### config.mk
export PLATFORM = sky130hd
export DESIGN_NAME = proc_boot_ctrl_flat
export DESIGN_NICKNAME = d
export VERILOG_FILES = /design/src/rtl/proc_boot_ctrl_pkg.sv /design/src/rtl/proc_boot_ctrl_if.sv /design/src/rtl/proc_boot_ctrl_sat_counter.sv /design/src/rtl/proc_boot_ctrl.sv /design/src/flat_wrapper.sv
export SDC_FILE = /design/constraint.sdc
export NUM_CORES = 1
export LEC_CHECK = 0
export CAP_MARGIN = 15
export CORE_ASPECT_RATIO = 1.4
export CORE_MARGIN = 8
export CORE_UTILIZATION = 35
export CTS_CLUSTER_SIZE = 14
export DETAILED_ROUTE_END_ITERATION = 10
export PLACE_DENSITY = 0.74
export SYNTH_ARGS = -nofsm -noshare
export SYNTH_HDL_FRONTEND = slang
export SYNTH_SLANG_ARGS = --single-unit
### constraint.sdc
create_clock -name clk -period 6.95 [get_ports clk]
set_input_delay 2.085 -clock clk [delete_from_list [all_inputs] [get_ports clk]]
set_output_delay 2.085 -clock clk [all_outputs]
set_load 0.01 [all_outputs]
### src/rtl/proc_boot_ctrl_pkg.sv
// proc_boot_ctrl_pkg: shared constants and state type for the boot controller
package proc_boot_ctrl_pkg;
  localparam logic [31:0] NOP_INSN = 32'h00000013;
  localparam logic [31:0] EBREAK_INSN = 32'h00100073;
  localparam int CNT_W = 32;
  typedef enum logic [2:0] {LOAD, FILL, HOLD, RUN, DONE, TMO} boot_state_t;
endpackage

### src/rtl/proc_boot_ctrl_if.sv
// proc_boot_ctrl_if: program-load stream, imem write port and core retire port
interface proc_boot_ctrl_if #(
  parameter int XLEN = 32,
  parameter int ADDR_W = 6
);
  logic ld_valid;
  logic ld_ready;
  logic [XLEN-1:0] ld_data;
  logic ld_last;
  logic imem_we;
  logic [ADDR_W-1:0] imem_waddr;
  logic [XLEN-1:0] imem_wdata;
  logic retire_valid;
  logic [XLEN-1:0] retire_insn;
  modport slave (
    input ld_valid, ld_data, ld_last, retire_valid, retire_insn,
    output ld_ready, imem_we, imem_waddr, imem_wdata
  );
  modport master (
    output ld_valid, ld_data, ld_last, retire_valid, retire_insn,
    input ld_ready, imem_we, imem_waddr, imem_wdata
  );
endinterface

### src/rtl/proc_boot_ctrl_sat_counter.sv
// sat_counter: up-counter with enable and synchronous clear that sticks at all-ones
module sat_counter #(
  parameter int W = 32
) (
  input logic clk,
  input logic clr,
  input logic inc,
  output logic [W-1:0] q
);
  // count up while enabled, never wrapping past the maximum
  always_ff @(posedge clk)
    q <= clr ? '0 : q + W'(inc && !(&q));
endmodule

### src/rtl/proc_boot_ctrl.sv
// proc_boot_ctrl: program loader, core reset sequencer and run watchdog; NOP tail padding under PROC_BOOT_NOP_FILL_EN
module proc_boot_ctrl
  import proc_boot_ctrl_pkg::*;
#(
  parameter int XLEN = 32,
  parameter int IMEM_DEPTH = 64,
  parameter int ADDR_W = $clog2(IMEM_DEPTH),
  parameter int RESET_HOLD = 2,
  parameter int TIMEOUT = 1024,
  parameter logic [XLEN-1:0] HALT_INSN = XLEN'(EBREAK_INSN)
) (
  input logic clk,
  input logic reset,
  proc_boot_ctrl_if.slave bus,
  output logic core_resetn,
  output logic [CNT_W-1:0] cycle_cnt,
  output logic [CNT_W-1:0] retire_cnt,
  output logic done,
  output logic timeout,
  output logic overflow
);
  localparam int HW = RESET_HOLD > 1 ? $clog2(RESET_HOLD) : 1;
  boot_state_t state;
  logic [ADDR_W-1:0] wptr;
  logic [HW-1:0] hold_cnt;
  logic xfer, full, run;
  assign xfer = bus.ld_valid && bus.ld_ready;
  assign full = wptr == ADDR_W'(IMEM_DEPTH - 1);
  assign run = state == RUN;
  // boot sequencer: load image, optionally pad, hold core in reset, run until halt or watchdog
  always_ff @(posedge clk) begin
    if (reset) begin
      state <= LOAD;
      wptr <= '0;
      hold_cnt <= '0;
      bus.ld_ready <= 1'b0;
      bus.imem_we <= 1'b0;
      bus.imem_waddr <= '0;
      bus.imem_wdata <= '0;
      core_resetn <= 1'b0;
      done <= 1'b0;
      timeout <= 1'b0;
      overflow <= 1'b0;
    end else begin
      bus.imem_we <= 1'b0;
      case (state)
        LOAD: begin
          bus.ld_ready <= 1'b1;
          if (xfer) begin
            bus.imem_we <= 1'b1;
            bus.imem_waddr <= wptr;
            bus.imem_wdata <= bus.ld_data;
            wptr <= wptr + 1'b1;
            if (bus.ld_last || full) begin
              bus.ld_ready <= 1'b0;
              overflow <= full && !bus.ld_last;
`ifdef PROC_BOOT_NOP_FILL_EN
              state <= full ? HOLD : FILL;
`else
              state <= HOLD;
`endif
            end
          end
        end
`ifdef PROC_BOOT_NOP_FILL_EN
        FILL: begin
          bus.imem_we <= 1'b1;
          bus.imem_waddr <= wptr;
          bus.imem_wdata <= XLEN'(NOP_INSN);
          wptr <= wptr + 1'b1;
          if (full) state <= HOLD;
        end
`endif
        HOLD: begin
          hold_cnt <= hold_cnt + 1'b1;
          if (hold_cnt == HW'(RESET_HOLD - 1)) begin
            state <= RUN;
            core_resetn <= 1'b1;
          end
        end
        RUN: begin
          if (bus.retire_valid && bus.retire_insn == HALT_INSN) begin
            state <= DONE;
            done <= 1'b1;
            core_resetn <= 1'b0;
          end else if (cycle_cnt == CNT_W'(TIMEOUT - 1)) begin
            state <= TMO;
            timeout <= 1'b1;
            core_resetn <= 1'b0;
          end
        end
        default: ;
      endcase
    end
  end
  sat_counter #(.W(CNT_W)) u_cycle_cnt (
    .clk(clk),
    .clr(reset),
    .inc(run),
    .q(cycle_cnt)
  );
  sat_counter #(.W(CNT_W)) u_retire_cnt (
    .clk(clk),
    .clr(reset),
    .inc(run && bus.retire_valid),
    .q(retire_cnt)
  );
endmodule
### src/flat_wrapper.sv
// flat-port wrapper written by rule: the top's interface ports become plain ports
module proc_boot_ctrl_flat import proc_boot_ctrl_pkg::*;
#(
  parameter int XLEN = 32,
  parameter int IMEM_DEPTH = 64,
  parameter int ADDR_W = $clog2(IMEM_DEPTH),
  parameter int RESET_HOLD = 2,
  parameter int TIMEOUT = 1024,
  parameter logic [XLEN-1:0] HALT_INSN = XLEN'(EBREAK_INSN)
)
  (clk, reset, core_resetn, cycle_cnt, retire_cnt, done, timeout, overflow, bus_ld_valid, bus_ld_data, bus_ld_last, bus_retire_valid, bus_retire_insn, bus_ld_ready, bus_imem_we, bus_imem_waddr, bus_imem_wdata);
  proc_boot_ctrl_if #(.XLEN(XLEN), .ADDR_W(ADDR_W)) bus_i ();
  input logic clk;
  input logic reset;
  output logic core_resetn;
  output logic [CNT_W-1:0] cycle_cnt;
  output logic [CNT_W-1:0] retire_cnt;
  output logic done;
  output logic timeout;
  output logic overflow;
  input wire logic [$bits(bus_i.ld_valid)-1:0] bus_ld_valid;
  input wire logic [$bits(bus_i.ld_data)-1:0] bus_ld_data;
  input wire logic [$bits(bus_i.ld_last)-1:0] bus_ld_last;
  input wire logic [$bits(bus_i.retire_valid)-1:0] bus_retire_valid;
  input wire logic [$bits(bus_i.retire_insn)-1:0] bus_retire_insn;
  output wire logic [$bits(bus_i.ld_ready)-1:0] bus_ld_ready;
  output wire logic [$bits(bus_i.imem_we)-1:0] bus_imem_we;
  output wire logic [$bits(bus_i.imem_waddr)-1:0] bus_imem_waddr;
  output wire logic [$bits(bus_i.imem_wdata)-1:0] bus_imem_wdata;
  assign bus_i.ld_valid = bus_ld_valid;
  assign bus_i.ld_data = bus_ld_data;
  assign bus_i.ld_last = bus_ld_last;
  assign bus_i.retire_valid = bus_retire_valid;
  assign bus_i.retire_insn = bus_retire_insn;
  assign bus_ld_ready = bus_i.ld_ready;
  assign bus_imem_we = bus_i.imem_we;
  assign bus_imem_waddr = bus_i.imem_waddr;
  assign bus_imem_wdata = bus_i.imem_wdata;
  proc_boot_ctrl #(.XLEN(XLEN), .IMEM_DEPTH(IMEM_DEPTH), .ADDR_W(ADDR_W), .RESET_HOLD(RESET_HOLD), .TIMEOUT(TIMEOUT), .HALT_INSN(HALT_INSN)) u_core (.clk(clk), .reset(reset), .bus(bus_i), .core_resetn(core_resetn), .cycle_cnt(cycle_cnt), .retire_cnt(retire_cnt), .done(done), .timeout(timeout), .overflow(overflow));
endmodule
==> results.ini <==
[floorplan]
fp.dieH_um=160
die_area_um2=19000
core_um2=14400
ios=177
die_w_um=119
initial_core_util=0.358
rows=52

[power]
peakVddDrop_mv=0.188
leakage_nw=2.61
pwr_density_cell_nw_per_um2=227

[final_layout]
seq_area_um2=2360
fin_util=0.530
multi_input_area_um2=2620
n_fill_cell=1353
fin_area_um2=7660
nNetsFinal=849
drive_above_1_share=0.0761
area_growth_pct=48.0
antenna_cells=0

[clock_tree]
cts_root_buf=clkbuf_16
post_cts_buffers=0
cts_tree=built
post_cts_resized=0
cts_max_path_buffers=2
numCtsBuffers=17
clock_latency_ps=410
postCtsHoldBufs=0
cts_sinks=118
cts.reportedPaths.clkPinSlew_ps=50
cts-htree-levels=4

[grt]
grt_pass1_vias=4988
grt_pass1_wl_mm=25.6
antenna_found_initial=0
grt_max_degree=68
overflow=0
grtUsageTotal=0.165

[timing]
slew_headroom=0.531
min_period_ps=4220
max_freq_mhz=237
fin_crit_sh=0.607
setup_viol=0
rsz0062_at_grt=no
worstMarginPinSlew_ps=704
drv_slew=0
hold_viol=0
setup_slack_ps=2730
skew_ps=9.41
tns_ps=0

[hold_path]
worstHoldPathType=flop to flop

[yosys]
avgSynthCellArea_um2=8.41
synthArstFlopShare=0
synthDistinctLibCells=49
synth_edf_count=0
synth_fp_nets=689
synth-seq-cells=118
seq_area_frac_synth=0.457
yosys_most_used_dff=dfxtp_1
synth.top_cells.by_area=dfxtp_1 46%, nand2_1 7.4%, a21oi_1 5.7%
synthCells=615
synth_top_area_share=0.457
netlist_area_um2=5170
synth_top_cell_by_area=dfxtp_1
yosysWarnings=0

[routing]
drt_iter0_drc=306
avgRoutedWirePerCell_um=16.0
avgViaCountPerCell=5.19
firstDrtPassIters=4
drcViolationCount=0
num_vias=5066
finalWirelength_mm=15.6
ant_nets=0

[critical_path]
required_ps=7240
setup.worst_path.start_class=primary input
cp-end-kind=flop
worstSetupPathType=primary input to flop
cp_data_arrival_time_ps=4510
crit_fanout=11

[placement]
dpl_cell_area_um2=7040
dpl_worst_slack_ps=2320
port_buffers=176
hpwl_mm=11.3
gp_congestion=0.825

[flow_run]
cap_violations=0

[run_status]
status=finished clean

stage by stage:
stage	std cells	total power, mW	hold slack [ps]
3_3_place_gp	945	0.830	441
3_5_place_dp	945	0.831	447
4_1_cts	977	1.76	453
6_report	977	1.74	453
5_1_grt	977	1.80	473
2_1_floorplan	615	0.758	462
area by class of cell:
type	instances	share of cell area
well taps	189	0.0309
clock inverters	13	0.0222
repair buffers	179	0.233
multi-input cells	449	0.342
inverters	10	0.00490
clock buffers	19	0.0591
flip-flops and latches	118	0.308
report_power, final:
part / internal, mW / switching [mW] / total (mW)
logic: 0.0663 / 0.0510 / 0.117
registers: 0.690 / 0.00896 / 0.699
clock network: 0.587 / 0.332 / 0.919
total: 1.34 / 0.392 / 1.74
worst max-delay path: stages:
cell,delay (ps)
clkdlybuf4s50_1,480
nand2_1,50
nor2_1,110
ha_1,270
ha_1,250
and4_1,320
nand2_1,270
nor4_1,290
mux2_2,380
placed cells by master (no fill, tap or decap), types with 3 or more instances in the layout:
cell / Yosys / final
or4_1: 12 / 12
inv_6: 0 / 3
or3_1: 9 / 9
nor2b_1: 10 / 10
inv_1: 10 / 10
nor2_1: 48 / 47
nor4bb_1: 3 / 3
clkinv_4: 0 / 3
and3_1: 3 / 3
a21oi_1: 59 / 59
ha_1: 5 / 5
clkdlybuf4s50_1: 0 / 175
nand3_1: 29 / 29
nor3_1: 7 / 7
xnor2_1: 11 / 11
mux2_2: 8 / 8
o21ai_0: 10 / 10
buf_4: 1 / 4
nor4_1: 20 / 20
o41ai_1: 11 / 11
o311ai_0: 8 / 8
clkinvlp_4: 0 / 3
or2_2: 9 / 9
dfxtp_1: 118 / 118
xor2_1: 19 / 19
and2_1: 3 / 3
nand2_1: 102 / 102
o31ai_1: 10 / 10
clkbuf_16: 0 / 17
bufinv_16: 0 / 3
nand4_1: 20 / 20
and4_1: 11 / 11
registers in the layout (all words and copies together) (netlist names):
name and flops:
u_core.bus.imem_wdata 32, u_core.u_cycle_cnt.q 32, u_core.u_retire_cnt.q 32, u_core.bus.imem_waddr 6, u_core.wptr 6, u_core.state 3, u_core.bus.imem_we 1, u_core.bus.ld_ready 1
u_core.core_resetn 1, u_core.done 1, u_core.hold_cnt 1, u_core.overflow 1, u_core.timeout 1
path summary, 6_finish.rpt:
kind / startpoint / endpoint / slack (ps) / depth (start not counted)
min reg2reg: u_core.bus.imem_waddr[4] / u_core.bus.imem_waddr[4] / 450 / 2
max: bus_retire_valid / u_core.u_retire_cnt.q[26] / 2730 / 9
min: u_core.bus.imem_waddr[4] / u_core.bus.imem_waddr[4] / 450 / 2
max reg2reg: u_core.u_cycle_cnt.q[10] / u_core.u_cycle_cnt.q[18] / 3390 / 10
kinds of logic (layout without fill, tap and decap cells):
logic type,after synthesis,in the layout,synth area share
compound gates,107,107,0.127
xor+xnor,30,30,0.0508
fa+ha+maj,5,5,0.0121
buf+inv,48,221,0.0380
flops,118,118,0.457
mux,8,8,0.0174
simple gates,299,299,0.298
metal layers:
metal  GRT usage  routed length, um  share of wire  vias to the layer above
met2       0.275               7750           0.50                      150
met1       0.175               6210           0.40                     2361
li1            -                  -              -                     2531
met5           0                  0              0                        -
met3      0.0695               1260          0.081                       24
met4      0.0796                389          0.025                        0
synth_stat cells (3+ instances only):
| library cell | n |
|---|---|
| a21oi_1 | 59 |
| and2_1 | 3 |
| and3_1 | 3 |
| and4_1 | 11 |
| buf_2 | 4 |
| clkbuf_1 | 31 |
| dfxtp_1 | 118 |
| ha_1 | 5 |
| inv_1 | 10 |
| mux2_2 | 8 |
| nand2_1 | 102 |
| nand3_1 | 29 |
| nand4_1 | 20 |
| nor2_1 | 48 |
| nor2b_1 | 10 |
| nor3_1 | 7 |
| nor4_1 | 20 |
| nor4bb_1 | 3 |
| o21ai_0 | 10 |
| o311ai_0 | 8 |
| o31ai_1 | 10 |
| o41ai_1 | 11 |
| or2_2 | 9 |
| or3_1 | 9 |
| or4_1 | 12 |
| xnor2_1 | 11 |
| xor2_1 | 19 |
Note: power is estimated with default switching activity, not from simulation.
